$ cat config.mk
export PLATFORM = sky130hd
export DESIGN_NAME = mem_arbiter
export DESIGN_NICKNAME = d
export VERILOG_FILES = /design/src/rtl/mem_arbiter_pkg.sv /design/src/rtl/mem_arbiter_timer.sv /design/src/rtl/mem_arbiter.sv
export SDC_FILE = /design/constraint.sdc
export NUM_CORES = 1
export LEC_CHECK = 0
export BUFFER_PORTS_ARGS = -buffer_cell sky130_fd_sc_hd__buf_2
export CAP_MARGIN = 20
export CORE_MARGIN = 5
export CORE_UTILIZATION = 49
export CTS_CLUSTER_DIAMETER = 200
export DETAILED_ROUTE_END_ITERATION = 7
export GPL_TIMING_DRIVEN = 0
export PLACE_DENSITY = 0.91
export SETUP_SLACK_MARGIN = 0.1
export SKIP_CTS_REPAIR_TIMING = 1
export SLEW_MARGIN = 20
export SYNTH_ARGS = -nofsm -noshare
export SYNTH_HDL_FRONTEND = slang
export SYNTH_SLANG_ARGS = --single-unit
$ cat constraint.sdc
create_clock -name clk -period 4.9 [get_ports clk]
set_clock_uncertainty 0.1 [all_clocks]
set_input_delay 0.98 -clock clk [delete_from_list [all_inputs] [get_ports clk]]
set_output_delay 0.98 -clock clk [all_outputs]
set_load 0.01 [all_outputs]
$ cat src/rtl/mem_arbiter_pkg.sv
// mem_arbiter_pkg: shared types and constants for the memory bus arbiter.
//   arb_state_e      3-bit arbiter state encoding
//   TIMEOUT_DEFAULT  default bus timeout in cycles
//   SEL_WORD         full-word byte enables used for instruction fetches
//   TIMER_W          width of the optional timeout counter
// The optional timeout feature is controlled by the macro MEMARB_TIMEOUT_EN.
// It is left undefined by default, so the feature is off unless the build
// defines the macro.
package mem_arbiter_pkg;

    typedef enum logic [2:0] {
        IDLE   = 3'd0,
        D_BUSY = 3'd1,
        I_BUSY = 3'd2,
        D_DONE = 3'd3,
        I_DONE = 3'd4
    } arb_state_e;

    localparam int         TIMEOUT_DEFAULT = 255;
    localparam logic [3:0] SEL_WORD        = 4'b1111;
    localparam int         TIMER_W         = 8;

endpackage

$ cat src/rtl/mem_arbiter_timer.sv
// mem_arb_timer: bus timeout counter with terminal-count compare.
// It is instantiated only when MEMARB_TIMEOUT_EN is defined.
//   clk      rising-edge clock
//   rst_n    asynchronous active-low reset
//   clear    restart the count (a bus cycle is being launched)
//   busy     arbiter is in a BUSY state
//   ack      qualified bus acknowledge
//   expired  this BUSY cycle is the TIMEOUT_CYCLES-th cycle without an ack
module mem_arb_timer
    import mem_arbiter_pkg::*;
#(
    parameter int TIMEOUT_CYCLES = TIMEOUT_DEFAULT
) (
    input  logic clk,
    input  logic rst_n,
    input  logic clear,
    input  logic busy,
    input  logic ack,
    output logic expired
);

    // The count holds the number of completed un-acked BUSY cycles, so the
    // terminal cycle is the one in which the count equals TIMEOUT_CYCLES-1.
    localparam logic [TIMER_W-1:0] LAST = TIMER_W'(TIMEOUT_CYCLES - 1);

    logic [TIMER_W-1:0] count;

    always_ff @(posedge clk or negedge rst_n) begin
        if (!rst_n) begin
            count <= '0;
        end else if (clear) begin
            count <= '0;
        end else if (busy && !ack) begin
            count <= count + TIMER_W'(1);
        end
    end

    assign expired = busy && !ack && (count == LAST);

endmodule

$ cat src/rtl/mem_arbiter.sv
// mem_arbiter: shares one request/ack memory bus between the instruction
// fetch port and the MEM-stage data port. Data requests win ties. There is
// no preemption, and each access ends with a one-cycle DONE state in which
// that port's stall drops.
// Optional feature: define MEMARB_TIMEOUT_EN to abort bus cycles that see no
// ack within TIMEOUT_CYCLES. bus_err_o then pulses and the target read
// register loads zero.
// Ports:
//   clk, rst                  clock; asynchronous active-low reset
//   inst_ce_i/inst_addr_i     fetch request and word address
//   inst_data_o               fetched word (registered)
//   stallreq_inst_o           fetch stall (combinational)
//   flush_i                   drop the result of the in-flight fetch
//   data_ce_i/we/addr/sel/wdata  MEM-stage load/store request
//   data_rdata_o              loaded word, raw lanes (registered)
//   stallreq_data_o           data stall (combinational)
//   bus_req/we/addr/sel/wdata_o  registered bus request
//   bus_rdata_i/bus_ack_i     bus response
//   bus_err_o                 one-cycle timeout pulse
module mem_arbiter
    import mem_arbiter_pkg::*;
#(
    parameter int TIMEOUT_CYCLES = TIMEOUT_DEFAULT
) (
    input  logic        clk,
    input  logic        rst,
    input  logic        inst_ce_i,
    input  logic [31:0] inst_addr_i,
    output logic [31:0] inst_data_o,
    output logic        stallreq_inst_o,
    input  logic        flush_i,
    input  logic        data_ce_i,
    input  logic        data_we_i,
    input  logic [31:0] data_addr_i,
    input  logic [3:0]  data_sel_i,
    input  logic [31:0] data_wdata_i,
    output logic [31:0] data_rdata_o,
    output logic        stallreq_data_o,
    output logic        bus_req_o,
    output logic        bus_we_o,
    output logic [31:0] bus_addr_o,
    output logic [3:0]  bus_sel_o,
    output logic [31:0] bus_wdata_o,
    input  logic [31:0] bus_rdata_i,
    input  logic        bus_ack_i,
    output logic        bus_err_o
);

    if (TIMEOUT_CYCLES < 1 || TIMEOUT_CYCLES > 255) begin : g_bad_timeout
        $error("mem_arbiter: TIMEOUT_CYCLES must lie in 1..255");
    end

    arb_state_e state;
    logic       flushed;
    logic       launch;
    logic       in_busy;
    logic       ack;
    logic       timeout;
    logic       drop_fetch;

    assign launch  = (state == IDLE) && (data_ce_i || inst_ce_i);
    assign in_busy = (state == D_BUSY) || (state == I_BUSY);
    // An ack only counts while a request is actually on the bus.
    assign ack     = bus_ack_i && bus_req_o;
    // A flush in the completing cycle itself also discards the fetch.
    assign drop_fetch = flushed || flush_i;

`ifdef MEMARB_TIMEOUT_EN
    mem_arb_timer #(
        .TIMEOUT_CYCLES(TIMEOUT_CYCLES)
    ) u_timer (
        .clk     (clk),
        .rst_n   (rst),
        .clear   (launch),
        .busy    (in_busy),
        .ack     (ack),
        .expired (timeout)
    );

    always_ff @(posedge clk or negedge rst) begin
        if (!rst) begin
            bus_err_o <= 1'b0;
        end else begin
            bus_err_o <= timeout;
        end
    end
`else
    assign timeout   = 1'b0;
    assign bus_err_o = 1'b0;
`endif

    assign stallreq_data_o = data_ce_i && (state != D_DONE);
    assign stallreq_inst_o = inst_ce_i && (state != I_DONE);

    always_ff @(posedge clk or negedge rst) begin
        if (!rst) begin
            state        <= IDLE;
            flushed      <= 1'b0;
            bus_req_o    <= 1'b0;
            bus_we_o     <= 1'b0;
            bus_addr_o   <= '0;
            bus_sel_o    <= '0;
            bus_wdata_o  <= '0;
            inst_data_o  <= '0;
            data_rdata_o <= '0;
        end else begin
            case (state)
                IDLE: begin
                    flushed <= 1'b0;
                    if (data_ce_i) begin
                        bus_req_o   <= 1'b1;
                        bus_we_o    <= data_we_i;
                        bus_addr_o  <= data_addr_i;
                        bus_sel_o   <= data_sel_i;
                        bus_wdata_o <= data_wdata_i;
                        state       <= D_BUSY;
                    end else if (inst_ce_i) begin
                        bus_req_o   <= 1'b1;
                        bus_we_o    <= 1'b0;
                        bus_addr_o  <= inst_addr_i;
                        bus_sel_o   <= SEL_WORD;
                        bus_wdata_o <= '0;
                        state       <= I_BUSY;
                    end
                end
                D_BUSY: begin
                    if (ack || timeout) begin
                        bus_req_o <= 1'b0;
                        if (!bus_we_o) begin
                            data_rdata_o <= ack ? bus_rdata_i : '0;
                        end
                        state <= D_DONE;
                    end
                end
                I_BUSY: begin
                    if (flush_i) begin
                        flushed <= 1'b1;
                    end
                    if (ack || timeout) begin
                        bus_req_o <= 1'b0;
                        if (drop_fetch) begin
                            state <= IDLE;
                        end else begin
                            inst_data_o <= ack ? bus_rdata_i : '0;
                            state       <= I_DONE;
                        end
                    end
                end
                D_DONE, I_DONE: state <= IDLE;
                default:        state <= IDLE;
            endcase
        end
    end

endmodule
==> results.json <==
{
  "cts-root-buf": "clkbuf_16",
  "cts_inserted_buffers": 17,
  "grt_first_pass_wirelength_mm": 23.1,
  "run_status": "finished clean",
  "placed_cells": 775,
  "core-area_sq_um": 11300,
  "vias": 4141,
  "synth_seq_cells": 138,
  "die_h_microns": 117,
  "worstHoldPathType": "flop to flop",
  "die_w_microns": 117,
  "drc_errors": 0,
  "slew_headroom": 0.484,
  "ys_async_sr_fraction": 1.00,
  "drt-total-wl_mm": 15.3,
  "yosys.area.top_type": "dfrtp_1",
  "ys_seq_area_frac": 0.617,
  "clock_power_share": 0.264,
  "use_met1": 0.248,
  "crit_top_cell": "buf_2",
  "synthCells": 357,
  "syn_nets": 496,
  "grt_overflow": 0,
  "hpwl_mm": 11.9,
  "p_int_uw": 3580,
  "port_buffers": 274,
  "hold_ws_ps": 376,
  "cp_slowest_cell": "buf_1",
  "worst_setup_path_start_kind": "input port",
  "via_per_inst": 5.14,
  "maxCapViolCount": 0,
  "antenna_left": 0,
  "antenna_found_initial": 3,
  "vdd_drop_max_uv": 424,
  "start_util": 0.494,
  "combPwrFrac": 0.363,
  "p_sw_frac": 0.322,
  "drt-pass1-iter-count": 4,
  "layout-drive-gt1-share": 0.648,
  "cp.required_ps": 3820,
  "cp_slowest_stage_delay_ps": 450,
  "die_area_sq_um": 13700,
  "synth-edff-count": 0,
  "fin_crit_sh": 0.675,
  "worstSkewPairLatency_ps": 400,
  "fmax_mhz": 302,
  "rsz0062_at_grt": "false",
  "clockBufferDepth": 2,
  "path_class": "input port to output pin",
  "crit_arrival_ps": 2230,
  "netlist_area_sq_um": 5600,
  "ys_types": 25,
  "final_cell_area_sq_um": 7830,
  "final_max_slew_viol_count": 0,
  "final_cells": 806,
  "initialDrtViolationCount": 210,
  "synth_area_per_cell_sq_um": 15.7,
  "setup_viol_count_final": 0,
  "switchingPower_uw": 1700,
  "cts_tree": "built",
  "tightestPinTransition_ps": 769,
  "postPlaceCellArea_sq_um": 7180,
  "wire_per_inst_microns": 18.9,
  "grtUsageMet3": 0.0972,
  "path_clk_slew_ps": 50,
  "num-nets-final": 790,
  "io_pins": 276,
  "grt_use_total": 0.224,
  "cp_cell_sequence": "buf_2, buf_2, buf_1, a21boi_0, buf_2",
  "grt_max_degree": 77,
  "gp_congestion": 0.791,
  "hold_viol": 0,
  "cts_max_level": 4,
  "crit_path_max_fanout": 10,
  "ys.flop_type": "dfrtp_1",
  "power_leakage_uw": 0.00398,
  "synthTopCellsByArea": "dfrtp_1 62%, mux2_2 20%, mux2_1 5.8%",
  "synth_top_area_frac": 0.617,
  "finalSetupTns_ps": 0,
  "cts.sinks": 138,
  "pwr-share-seq": 0.373,
  "placementRows": 39,
  "synthToLayoutAreaGrowth_pct": 40.0,
  "grtUsageMet2": 0.387,
  "min_period_ps": 3310,
  "p_per_area_nw_per_um2": 674,
  "yosys_warnings": 0,
  "worst_setup_path_end_kind": "output pin",
  "grt.busiest_layer": "met2",
  "grt_pass1_vias": 4494
}
## cells in the final DEF, fill, tap and decap left out
master / synthesis / layout
buf_8: 0 / 1
clkinv_4: 0 / 2
a21boi_0: 2 / 2
dfrtp_1: 138 / 138
buf_2: 11 / 284
nand2_1: 3 / 3
buf_4: 4 / 4
clkbuf_8: 0 / 2
buf_1: 1 / 1
o22a_1: 4 / 4
nand2b_1: 2 / 2
mux2_1: 29 / 29
nor3_1: 2 / 2
nor2_1: 6 / 6
inv_6: 0 / 1
buf_16: 0 / 1
a211oi_1: 1 / 1
nor4_4: 2 / 2
o21bai_1: 1 / 1
a22o_1: 34 / 34
or4_1: 1 / 1
and2_1: 1 / 1
clkbuf_16: 0 / 17
clkinvlp_4: 0 / 2
nor2b_1: 1 / 1
buf_6: 7 / 7
and4bb_1: 1 / 1
nand3b_1: 1 / 1
a21oi_1: 1 / 1
bufinv_16: 0 / 5
conb_1: 1 / 1
mux2_2: 100 / 100
diode_2: 0 / 2
clkbuf_1: 3 / 3
## state kept, by name (all words and copies together), names as in the netlist
signal	count
flushed	1
bus_we_o	1
state	3
inst_data_o	32
bus_sel_o	4
bus_wdata_o	32
bus_addr_o	32
bus_req_o	1
data_rdata_o	32
## cell families (layout without fill, tap and decap cells)
logic type,count (synthesis),in the layout,synth area share
multiplexers,129,129,0.260
AND/OR/NAND/NOR,20,20,0.0248
flip-flops,138,138,0.617
AO/OA/AOI/OAI,43,43,0.0657
other,1,3,0.000670
buffers and inverters,26,330,0.0320
## power groups by stage
stage          combinational, uW  sequential [uW]  clock, uW
2_1_floorplan                831             2200          0
3_3_place_gp                1860             1930          0
3_5_place_dp                1940             1970          0
4_1_cts                     1950             1970       1420
5_1_grt                     2090             2040       1480
6_report                    1910             1970       1400
## cells in the mapped netlist, types with 2 or more instances
master and count:
nand2_1 3, a22o_1 34, mux2_1 29, nor2_1 6, nor3_1 2, mux2_2 100
a21boi_0 2, buf_4 4, buf_2 11, nor4_4 2, nand2b_1 2, buf_6 7
clkbuf_1 3, o22a_1 4, dfrtp_1 138
## layout make-up
cell class,count,area [sq um]
Fill cell,795,3490
Sequential cell,138,3450
Multi-Input combinational cell,193,1960
Timing Repair Buffer,275,1410
Clock buffer,19,453
Clock inverter,10,191
Buffer,26,179
Tap cell,143,179
Antenna cell,2,5.00
## critical path: cells and delay by family
kind	cells	cell delay (ps)
buffers and inverters	4	1000
AOI/OAI and AO/OA	1	240
## layer usage
metal  up-vias  wire (microns)  part of all wire
met1      2029            5370              0.35
met4         4             256             0.017
met3        24            1700              0.11
li1       1896               -                 -
met2       188            7910              0.52
met5         -              37            0.0024
## worst paths after layout
| check | from | end | slack, ps | depth (start not counted) |
|---|---|---|---|---|
| setup / recovery | data_ce_i | stallreq_data_o | 1590 | 5 |
| hold / removal | inst_data_o[5] | inst_data_o[5] | 380 | 1 |
| setup reg to reg | state[2] | bus_addr_o[11] | 2820 | 4 |
| hold reg to reg | inst_data_o[5] | inst_data_o[5] | 380 | 1 |
| max in group asynchronous | rst | bus_addr_o[0] | 3570 | 2 |
| min in group asynchronous | rst | inst_data_o[15] | 430 | 1 |
## stage by stage
stage / power (uW) / utilization / setup WS [ps]
4_1_cts: 5340 / 0.691 / 1560
3_3_place_gp: 3780 / 0.631 / 1100
2_1_floorplan: 3030 / - / 2010
5_1_grt: 5600 / 0.692 / 1460
6_report: 5280 / 0.692 / 1590
3_5_place_dp: 3920 / 0.635 / 1570
(Power assumes the default switching activity.)
